### src/rtl/text_font_ram_ctrl_if.sv
// Host, fill-engine and font RAM port-A signals between the controller and its neighbours.
// No storage, so it adds no latency.
// Flow control is set by the controller: host uses hcyc/hack, fill uses busy/done.
interface text_font_ram_ctrl_if;
   // host bus
   logic        hcyc_i;
   logic        hwe_i;
   logic [3:0]  hsel_i;
   logic [13:0] hadr_i;
   logic [31:0] hdat_i;
   logic        hack_o;
   logic [31:0] hdat_o;
   // fill engine control
   logic        fill_start_i;
   logic [13:0] fill_adr_i;
   logic [13:0] fill_cnt_i;
   logic [31:0] fill_pat_i;
   logic        fill_busy_o;
   logic        fill_done_o;
   // font RAM port A
   logic        ram_cs_o;
   logic        ram_we_o;
   logic [3:0]  ram_sel_o;
   logic [13:0] ram_adr_o;
   logic [31:0] ram_dat_o;
   logic [31:0] ram_dat_i;

   modport master (
      output hcyc_i, hwe_i, hsel_i, hadr_i, hdat_i,
      output fill_start_i, fill_adr_i, fill_cnt_i, fill_pat_i,
      output ram_dat_i,
      input  hack_o, hdat_o, fill_busy_o, fill_done_o,
      input  ram_cs_o, ram_we_o, ram_sel_o, ram_adr_o, ram_dat_o
   );

   modport slave (
      input  hcyc_i, hwe_i, hsel_i, hadr_i, hdat_i,
      input  fill_start_i, fill_adr_i, fill_cnt_i, fill_pat_i,
      input  ram_dat_i,
      output hack_o, hdat_o, fill_busy_o, fill_done_o,
      output ram_cs_o, ram_we_o, ram_sel_o, ram_adr_o, ram_dat_o
   );
endinterface

### src/rtl/text_font_ram_ctrl.sv
// Arbitrates font RAM port A between the host bus and a pattern-fill engine (round robin).
// Latency: host write acks 2 clocks after grant, host read pRdLat+1; one fill word per grant.
// Backpressure: host held in HACK until hcyc_i drops; fill words interleave with host requests.
module text_font_ram_ctrl #(
   parameter int pRdLat = 2
) (
   input  logic                  clk_i,
   input  logic                  rst_ni,
   text_font_ram_ctrl_if.slave   bus
);

   typedef enum logic [2:0] {IDLE, HWR, HRD, HACK, FWR} state_t;

   localparam logic [1:0] RD_LOAD = 2'(pRdLat - 1);

   state_t      state;
   logic        last_fill;   // 1: fill had the most recent grant
   logic [1:0]  rd_cnt;
   logic [13:0] fill_ptr;
   logic [13:0] fill_left;
   logic [31:0] fill_pat;

   logic host_pend;
   logic fill_pend;
   logic grant_host;
   logic grant_fill;

   // Round-robin grant decision, only acted on while IDLE
   always_comb begin
      host_pend  = bus.hcyc_i;
      fill_pend  = bus.fill_busy_o;
      grant_host = host_pend && (!fill_pend || last_fill);
      grant_fill = fill_pend && (!host_pend || !last_fill);
   end

   // Arbiter FSM, fill engine bookkeeping and all registered outputs
   always_ff @(posedge clk_i or negedge rst_ni) begin
      if (!rst_ni) begin
         state           <= IDLE;
         last_fill       <= 1'b1;
         rd_cnt          <= '0;
         fill_ptr        <= '0;
         fill_left       <= '0;
         fill_pat        <= '0;
         bus.hack_o      <= 1'b0;
         bus.hdat_o      <= '0;
         bus.fill_busy_o <= 1'b0;
         bus.fill_done_o <= 1'b0;
         bus.ram_cs_o    <= 1'b0;
         bus.ram_we_o    <= 1'b0;
         bus.ram_sel_o   <= '0;
         bus.ram_adr_o   <= '0;
         bus.ram_dat_o   <= '0;
      end else begin
         bus.fill_done_o <= 1'b0;

         // A start is only accepted while no fill is running; zero-length fills finish at once
         if (bus.fill_start_i && !bus.fill_busy_o) begin
            if (bus.fill_cnt_i == 14'd0) begin
               bus.fill_done_o <= 1'b1;
            end else begin
               fill_ptr        <= bus.fill_adr_i;
               fill_left       <= bus.fill_cnt_i;
               fill_pat        <= bus.fill_pat_i;
               bus.fill_busy_o <= 1'b1;
            end
         end

         case (state)
            IDLE: begin
               if (grant_host) begin
                  last_fill     <= 1'b0;
                  bus.ram_cs_o  <= 1'b1;
                  bus.ram_sel_o <= bus.hsel_i;
                  bus.ram_adr_o <= bus.hadr_i;
                  if (bus.hwe_i) begin
                     state         <= HWR;
                     bus.ram_we_o  <= 1'b1;
                     bus.ram_dat_o <= bus.hdat_i;
                  end else begin
                     state        <= HRD;
                     bus.ram_we_o <= 1'b0;
                     rd_cnt       <= RD_LOAD;
                  end
               end else if (grant_fill) begin
                  // fill_busy_o is high here, so no start can touch the pointer this clock
                  state         <= FWR;
                  last_fill     <= 1'b1;
                  bus.ram_cs_o  <= 1'b1;
                  bus.ram_we_o  <= 1'b1;
                  bus.ram_sel_o <= 4'hF;
                  bus.ram_adr_o <= fill_ptr;
                  bus.ram_dat_o <= fill_pat;
                  fill_ptr      <= fill_ptr + 14'd1;
                  fill_left     <= fill_left - 14'd1;
               end
            end
            HWR: begin
               state        <= HACK;
               bus.ram_cs_o <= 1'b0;
               bus.ram_we_o <= 1'b0;
               bus.hack_o   <= 1'b1;
            end
            HRD: begin
               if (rd_cnt == 2'd0) begin
                  state        <= HACK;
                  bus.hdat_o   <= bus.ram_dat_i;
                  bus.ram_cs_o <= 1'b0;
                  bus.hack_o   <= 1'b1;
               end else begin
                  rd_cnt <= rd_cnt - 2'd1;
               end
            end
            HACK: begin
               // Stay until the host drops its cycle so it cannot be re-granted on a stale request
               if (!bus.hcyc_i) begin
                  state      <= IDLE;
                  bus.hack_o <= 1'b0;
               end
            end
            FWR: begin
               state        <= IDLE;
               bus.ram_cs_o <= 1'b0;
               bus.ram_we_o <= 1'b0;
               if (fill_left == 14'd0) begin
                  bus.fill_busy_o <= 1'b0;
                  bus.fill_done_o <= 1'b1;
               end
            end
            default: begin
               state        <= IDLE;
               bus.ram_cs_o <= 1'b0;
               bus.ram_we_o <= 1'b0;
               bus.hack_o   <= 1'b0;
            end
         endcase
      end
   end

endmodule

### src/flat_wrapper.sv
// flat-port wrapper written by rule: the top's interface ports become plain ports
module text_font_ram_ctrl_flat 
#(
   parameter int pRdLat = 2
)
  (clk_i, rst_ni, bus_hcyc_i, bus_hwe_i, bus_hsel_i, bus_hadr_i, bus_hdat_i, bus_fill_start_i, bus_fill_adr_i, bus_fill_cnt_i, bus_fill_pat_i, bus_ram_dat_i, bus_hack_o, bus_hdat_o, bus_fill_busy_o, bus_fill_done_o, bus_ram_cs_o, bus_ram_we_o, bus_ram_sel_o, bus_ram_adr_o, bus_ram_dat_o);
  text_font_ram_ctrl_if bus_i ();
  input  logic clk_i;
  input  logic rst_ni;
  input wire logic [$bits(bus_i.hcyc_i)-1:0] bus_hcyc_i;
  input wire logic [$bits(bus_i.hwe_i)-1:0] bus_hwe_i;
  input wire logic [$bits(bus_i.hsel_i)-1:0] bus_hsel_i;
  input wire logic [$bits(bus_i.hadr_i)-1:0] bus_hadr_i;
  input wire logic [$bits(bus_i.hdat_i)-1:0] bus_hdat_i;
  input wire logic [$bits(bus_i.fill_start_i)-1:0] bus_fill_start_i;
  input wire logic [$bits(bus_i.fill_adr_i)-1:0] bus_fill_adr_i;
  input wire logic [$bits(bus_i.fill_cnt_i)-1:0] bus_fill_cnt_i;
  input wire logic [$bits(bus_i.fill_pat_i)-1:0] bus_fill_pat_i;
  input wire logic [$bits(bus_i.ram_dat_i)-1:0] bus_ram_dat_i;
  output wire logic [$bits(bus_i.hack_o)-1:0] bus_hack_o;
  output wire logic [$bits(bus_i.hdat_o)-1:0] bus_hdat_o;
  output wire logic [$bits(bus_i.fill_busy_o)-1:0] bus_fill_busy_o;
  output wire logic [$bits(bus_i.fill_done_o)-1:0] bus_fill_done_o;
  output wire logic [$bits(bus_i.ram_cs_o)-1:0] bus_ram_cs_o;
  output wire logic [$bits(bus_i.ram_we_o)-1:0] bus_ram_we_o;
  output wire logic [$bits(bus_i.ram_sel_o)-1:0] bus_ram_sel_o;
  output wire logic [$bits(bus_i.ram_adr_o)-1:0] bus_ram_adr_o;
  output wire logic [$bits(bus_i.ram_dat_o)-1:0] bus_ram_dat_o;
  assign bus_i.hcyc_i = bus_hcyc_i;
  assign bus_i.hwe_i = bus_hwe_i;
  assign bus_i.hsel_i = bus_hsel_i;
  assign bus_i.hadr_i = bus_hadr_i;
  assign bus_i.hdat_i = bus_hdat_i;
  assign bus_i.fill_start_i = bus_fill_start_i;
  assign bus_i.fill_adr_i = bus_fill_adr_i;
  assign bus_i.fill_cnt_i = bus_fill_cnt_i;
  assign bus_i.fill_pat_i = bus_fill_pat_i;
  assign bus_i.ram_dat_i = bus_ram_dat_i;
  assign bus_hack_o = bus_i.hack_o;
  assign bus_hdat_o = bus_i.hdat_o;
  assign bus_fill_busy_o = bus_i.fill_busy_o;
  assign bus_fill_done_o = bus_i.fill_done_o;
  assign bus_ram_cs_o = bus_i.ram_cs_o;
  assign bus_ram_we_o = bus_i.ram_we_o;
  assign bus_ram_sel_o = bus_i.ram_sel_o;
  assign bus_ram_adr_o = bus_i.ram_adr_o;
  assign bus_ram_dat_o = bus_i.ram_dat_o;
  text_font_ram_ctrl #(.pRdLat(pRdLat)) u_core (.clk_i(clk_i), .rst_ni(rst_ni), .bus(bus_i));
endmodule
### config.mk
export PLATFORM = sky130hd
export DESIGN_NAME = text_font_ram_ctrl_flat
export DESIGN_NICKNAME = d
export VERILOG_FILES = /design/src/rtl/text_font_ram_ctrl_if.sv /design/src/rtl/text_font_ram_ctrl.sv /design/src/flat_wrapper.sv
export SDC_FILE = /design/constraint.sdc
export NUM_CORES = 1
export LEC_CHECK = 0
export BUFFER_PORTS_ARGS = -buffer_cell sky130_fd_sc_hd__buf_2
export CAP_MARGIN = 15
export CORE_MARGIN = 10
export CORE_UTILIZATION = 40
export DETAILED_ROUTE_END_ITERATION = 8
export PLACE_DENSITY = 0.71
export SLEW_MARGIN = 40
export SYNTH_ARGS = -nofsm -noshare
export SYNTH_HDL_FRONTEND = slang
export SYNTH_SLANG_ARGS = --single-unit
export TNS_END_PERCENT = 30
### constraint.sdc
create_clock -name clk_i -period 2.4 [get_ports clk_i]
set_input_delay 0.48 -clock clk_i [delete_from_list [all_inputs] [get_ports clk_i]]
set_output_delay 0.48 -clock clk_i [all_outputs]
set_load 0.02 [all_outputs]
==> metrics.md <==
| Metric | Value |
|---|---|
| Buf/Inv on CP | `1` |
| Source-to-sink clock delay at the later pin of the worst-skew pair | `0.42 ns` |
| Final number of max-transition violations | `0` |
| Htree depth | `4` |
| Critical Path Source Type | `flip-flop` |
| Most common cell in the netlist | `sky130_fd_sc_hd__dfrtp_1` |
| Register bit count reported by yosys | `153` |
| Cell variety after synth | `57` |
| Via count of the first global-routing pass | `5932` |
| Number of DRC violations after detailed-routing iteration 0 | `269` |
| Post-synth top flop | `sky130_fd_sc_hd__dfrtp_1` |
| Layout-stage area growth over the synthesis result | `29.7%` |
| Number of placement rows | `48` |
| Maximum number of pins on one net before global-route repair | `56` |
| Post-Syn Nets | `790` |
| Standard cell area after detailed placement | `0.00864 mm^2` |
| Crit path cell chain | `inv_1, ha_1, nor4b_1, nand4_1, o211ai_1, o311ai_0` |
| Diodes inserted | `0` |
| Overall Power | `12000 uW` |
| Vias post-DR | `5705` |
| Critical Path RT | `2.68 ns` |
| Fraction of synthesized cell area taken by the top area cell type | `53.6%` |
| Fin crit share | `84.1%` |
| Post-layout min period | `2.02 ns` |
| Num CTS Buffers | `17` |
| Max_slew headroom | `53.7%` |
| Synth area leaders | `sky130_fd_sc_hd__dfrtp_1 54%, sky130_fd_sc_hd__mux2_2 16%, sky130_fd_sc_hd__nand2_1 7.3%` |
| Number of gates resized after CTS | `0` |
| First-pass GRT wire length | `31.7 mm` |
| Clk Tree Root Cell | `sky130_fd_sc_hd__clkbuf_16` |
| Critical path's top delay family | `simple AND/OR/NAND/NOR gates` |
| Post CTS Setup Buffer Count | `0` |
| Final estimated routing congestion in global placement | `0.850` |
| Power per Cell Area | `1300 mW/mm^2` |
| Cell area after layout | `0.00920 mm^2` |
| Boundary pin count | `234` |
| Number of nets in the layout | `1026` |
| Die Outline Area | `0.0235 mm^2` |
| Wire per inst | `17.5 um` |
| Number of enable flip-flop cells after synthesis | `0` |
| Top cell types by occurrence after synthesis | `152 x sky130_fd_sc_hd__dfrtp_1, 138 x sky130_fd_sc_hd__nand2_1, 98 x sky130_fd_sc_hd__mux2_2` |
| Total DRC errors in the routed layout | `0` |
| Final hold violations | `0` |
| Starting density of the core | `40.9%` |
| Maximum clock frequency | `496 MHz` |
| Setup violation total in the final timing report | `0` |
| CP max FO | `6` |
| Fill cell count | `1542` |
| Worst hold-check slack | `0.245 ns` |
| Share of power burned in the clock network | `20.9%` |
| Power dissipated by switching net loads | `4650 uW` |
| Fraction of the yosys area taken by sequential cells | `54.0%` |
| Transition at the pin with the smallest max-transition slack | `0.690 ns` |
| Number of antenna violations at the first check in global routing | `0` |
| Number of hold-repair buffers added at the cts stage | `1` |
| Clock Tree Buf Depth | `2` |
| Detail Placement HPWL | `14.7 mm` |
| Post-Synthesis Cell Area | `0.00710 mm^2` |
| Min-delay worst type | `in2reg` |
| GRT Overall Usage | `16.5%` |
| Height of the die | `153 um` |
| Final antenna-violating net count | `0` |
| Cell type with the highest aggregate area in the netlist | `sky130_fd_sc_hd__dfrtp_1` |
| Slowest stage cell on the critical path | `sky130_fd_sc_hd__nor4b_1` |
| Maximum ir drop on the vdd rail | `0.000656 V` |
| Arrival time of the worst setup path | `2.30 ns` |
| Unrepaired setup endpoints after global routing | `false` |
| Worst Setup Path Type | `reg2reg` |
| Max incr delay on CP | `0.54 ns` |
| Core region area | `0.0174 mm^2` |
| Leakage power of the design | `0.00446 uW` |
| Count of yosys warnings during synthesis | `0` |
| Gate power share | `40.8%` |
| Count of buffers inserted at the top-level ports | `233` |
| Total length of routed wires | `19.6 mm` |
| Vias per cell | `5.12` |
| Fraction of power spent switching nets | `38.7%` |
| Flop pwr share | `38.2%` |
| Setup TNS Final | `0 ns` |
| Syn Area/Cell | `11.1 um^2` |
| Final worst clock skew | `0.00754 ns` |
| Number of optimization iterations in the first detailed-route pass | `5` |
| Internal power | `7350 uW` |
| Remaining global-route overflow | `0` |
| Run status | `complete, no violations` |
| TritonCTS sink count | `153` |
| Async set-or-reset flop fraction in the synthesized netlist | `100%` |
| Fraction of layout cells with a size suffix above 1 | `45.6%` |
| Instance count of the mapped netlist | `640` |
| Critical path capture point type | `flip-flop` |
| TritonCTS clock tree | `yes` |
| Register clock-pin slew on the reported worst setup and hold paths | `0.06 ns` |
| Horizontal die dimension | `153 um` |
| Max-cap violations | `0` |
worst min-delay path, stage by stage:
cell,delay (ns)
sky130_fd_sc_hd__buf_2,0.07
sky130_fd_sc_hd__nand2_1,0.04
sky130_fd_sc_hd__nand2_1,0.04
power groups by stage:
stage	Clock, uW	Combinational, uW	Sequential [uW]
final	2510	4900	4590
after global placement	0	4840	4580
after global routing	2690	5360	4780
after floorplan	0	2560	5290
after CTS	2570	4980	4590
after detailed placement	0	4970	4620
layer usage:
metal	up-vias	share of wire (%)	global-route usage [%]
li1	2753	-	-
met1	2739	44	20.8
met2	197	46	25.9
met3	16	8.8	6.23
met5	-	0	0
met4	0	1.0	4.41
cells in the final DEF, fill, tap and decap left out, types with 11 or more instances in the layout:
master	synthesis	routed
sky130_fd_sc_hd__buf_2	21	232
sky130_fd_sc_hd__dfrtp_1	152	152
sky130_fd_sc_hd__nand2_1	138	137
sky130_fd_sc_hd__mux2_2	98	98
sky130_fd_sc_hd__nor3_1	27	27
sky130_fd_sc_hd__mux2i_1	26	26
sky130_fd_sc_hd__o21ai_0	21	21
sky130_fd_sc_hd__clkbuf_16	0	17
sky130_fd_sc_hd__buf_4	2	17
sky130_fd_sc_hd__nand3_1	15	15
sky130_fd_sc_hd__nor2_1	12	12
sky130_fd_sc_hd__inv_1	11	11
logic make-up (layout without fill, tap and decap cells):
kind of cell	Yosys count	after routing	synth area share, %
adders and majority gates	3	3	0.529
muxes	125	125	19.4
DFF	153	153	54.0
AOI/OAI and AO/OA	73	73	7.64
and+or+nand+nor	235	235	15.3
buffers and inverters	51	300	3.17
registers in the layout, indices dropped and copies added, names as in the netlist, 2 cells and up:
register              count
u_core.bus.hdat_o        32
u_core.bus.ram_dat_o     32
u_core.fill_pat          32
u_core.bus.ram_adr_o     14
u_core.fill_left         14
u_core.fill_ptr          14
u_core.bus.ram_sel_o      4
u_core.state              3
u_core.rd_cnt             2
metrics by stage:
step,utilization [%],worst slack (ns),cells
5_1_grt,53.0,0.148,1114
3_3_place_gp,49.8,0.290,1081
2_1_floorplan,-,0.460,640
4_1_cts,53.0,0.392,1114
6_report,53.0,0.382,1114
3_5_place_dp,49.8,0.289,1081
area by class of cell:
class                           count  area, um^2  share of cell area [%]
Multi-Input combinational cell    436        3070                    33.3
Clock buffer                       19         443                    4.81
Clock inverter                     13         110                    1.20
Sequential cell                   153        3830                    41.6
Tap cell                          225         282                    3.06
Inverter                           11        41.3                   0.449
Timing Repair Buffer              257        1430                    15.5
path summary, 6_finish.rpt:
path | start | end | slack (ns) | cells past startpoint
worst min register to register | u_core.fill_pat[9] | u_core.fill_pat[9] | 0.47 | 2
worst max-delay path | u_core.fill_left[0] | u_core.fill_left[12] | 0.38 | 6
worst min-delay path | bus_fill_pat_i[14] | u_core.fill_pat[14] | 0.24 | 3
min in group asynchronous | rst_ni | u_core.bus.ram_sel_o[3] | 0.54 | 2
max in group asynchronous | rst_ni | u_core.last_fill | 1.20 | 3
worst max register to register | u_core.fill_left[0] | u_core.fill_left[12] | 0.38 | 6
Note: power is estimated with default switching activity, not from simulation.
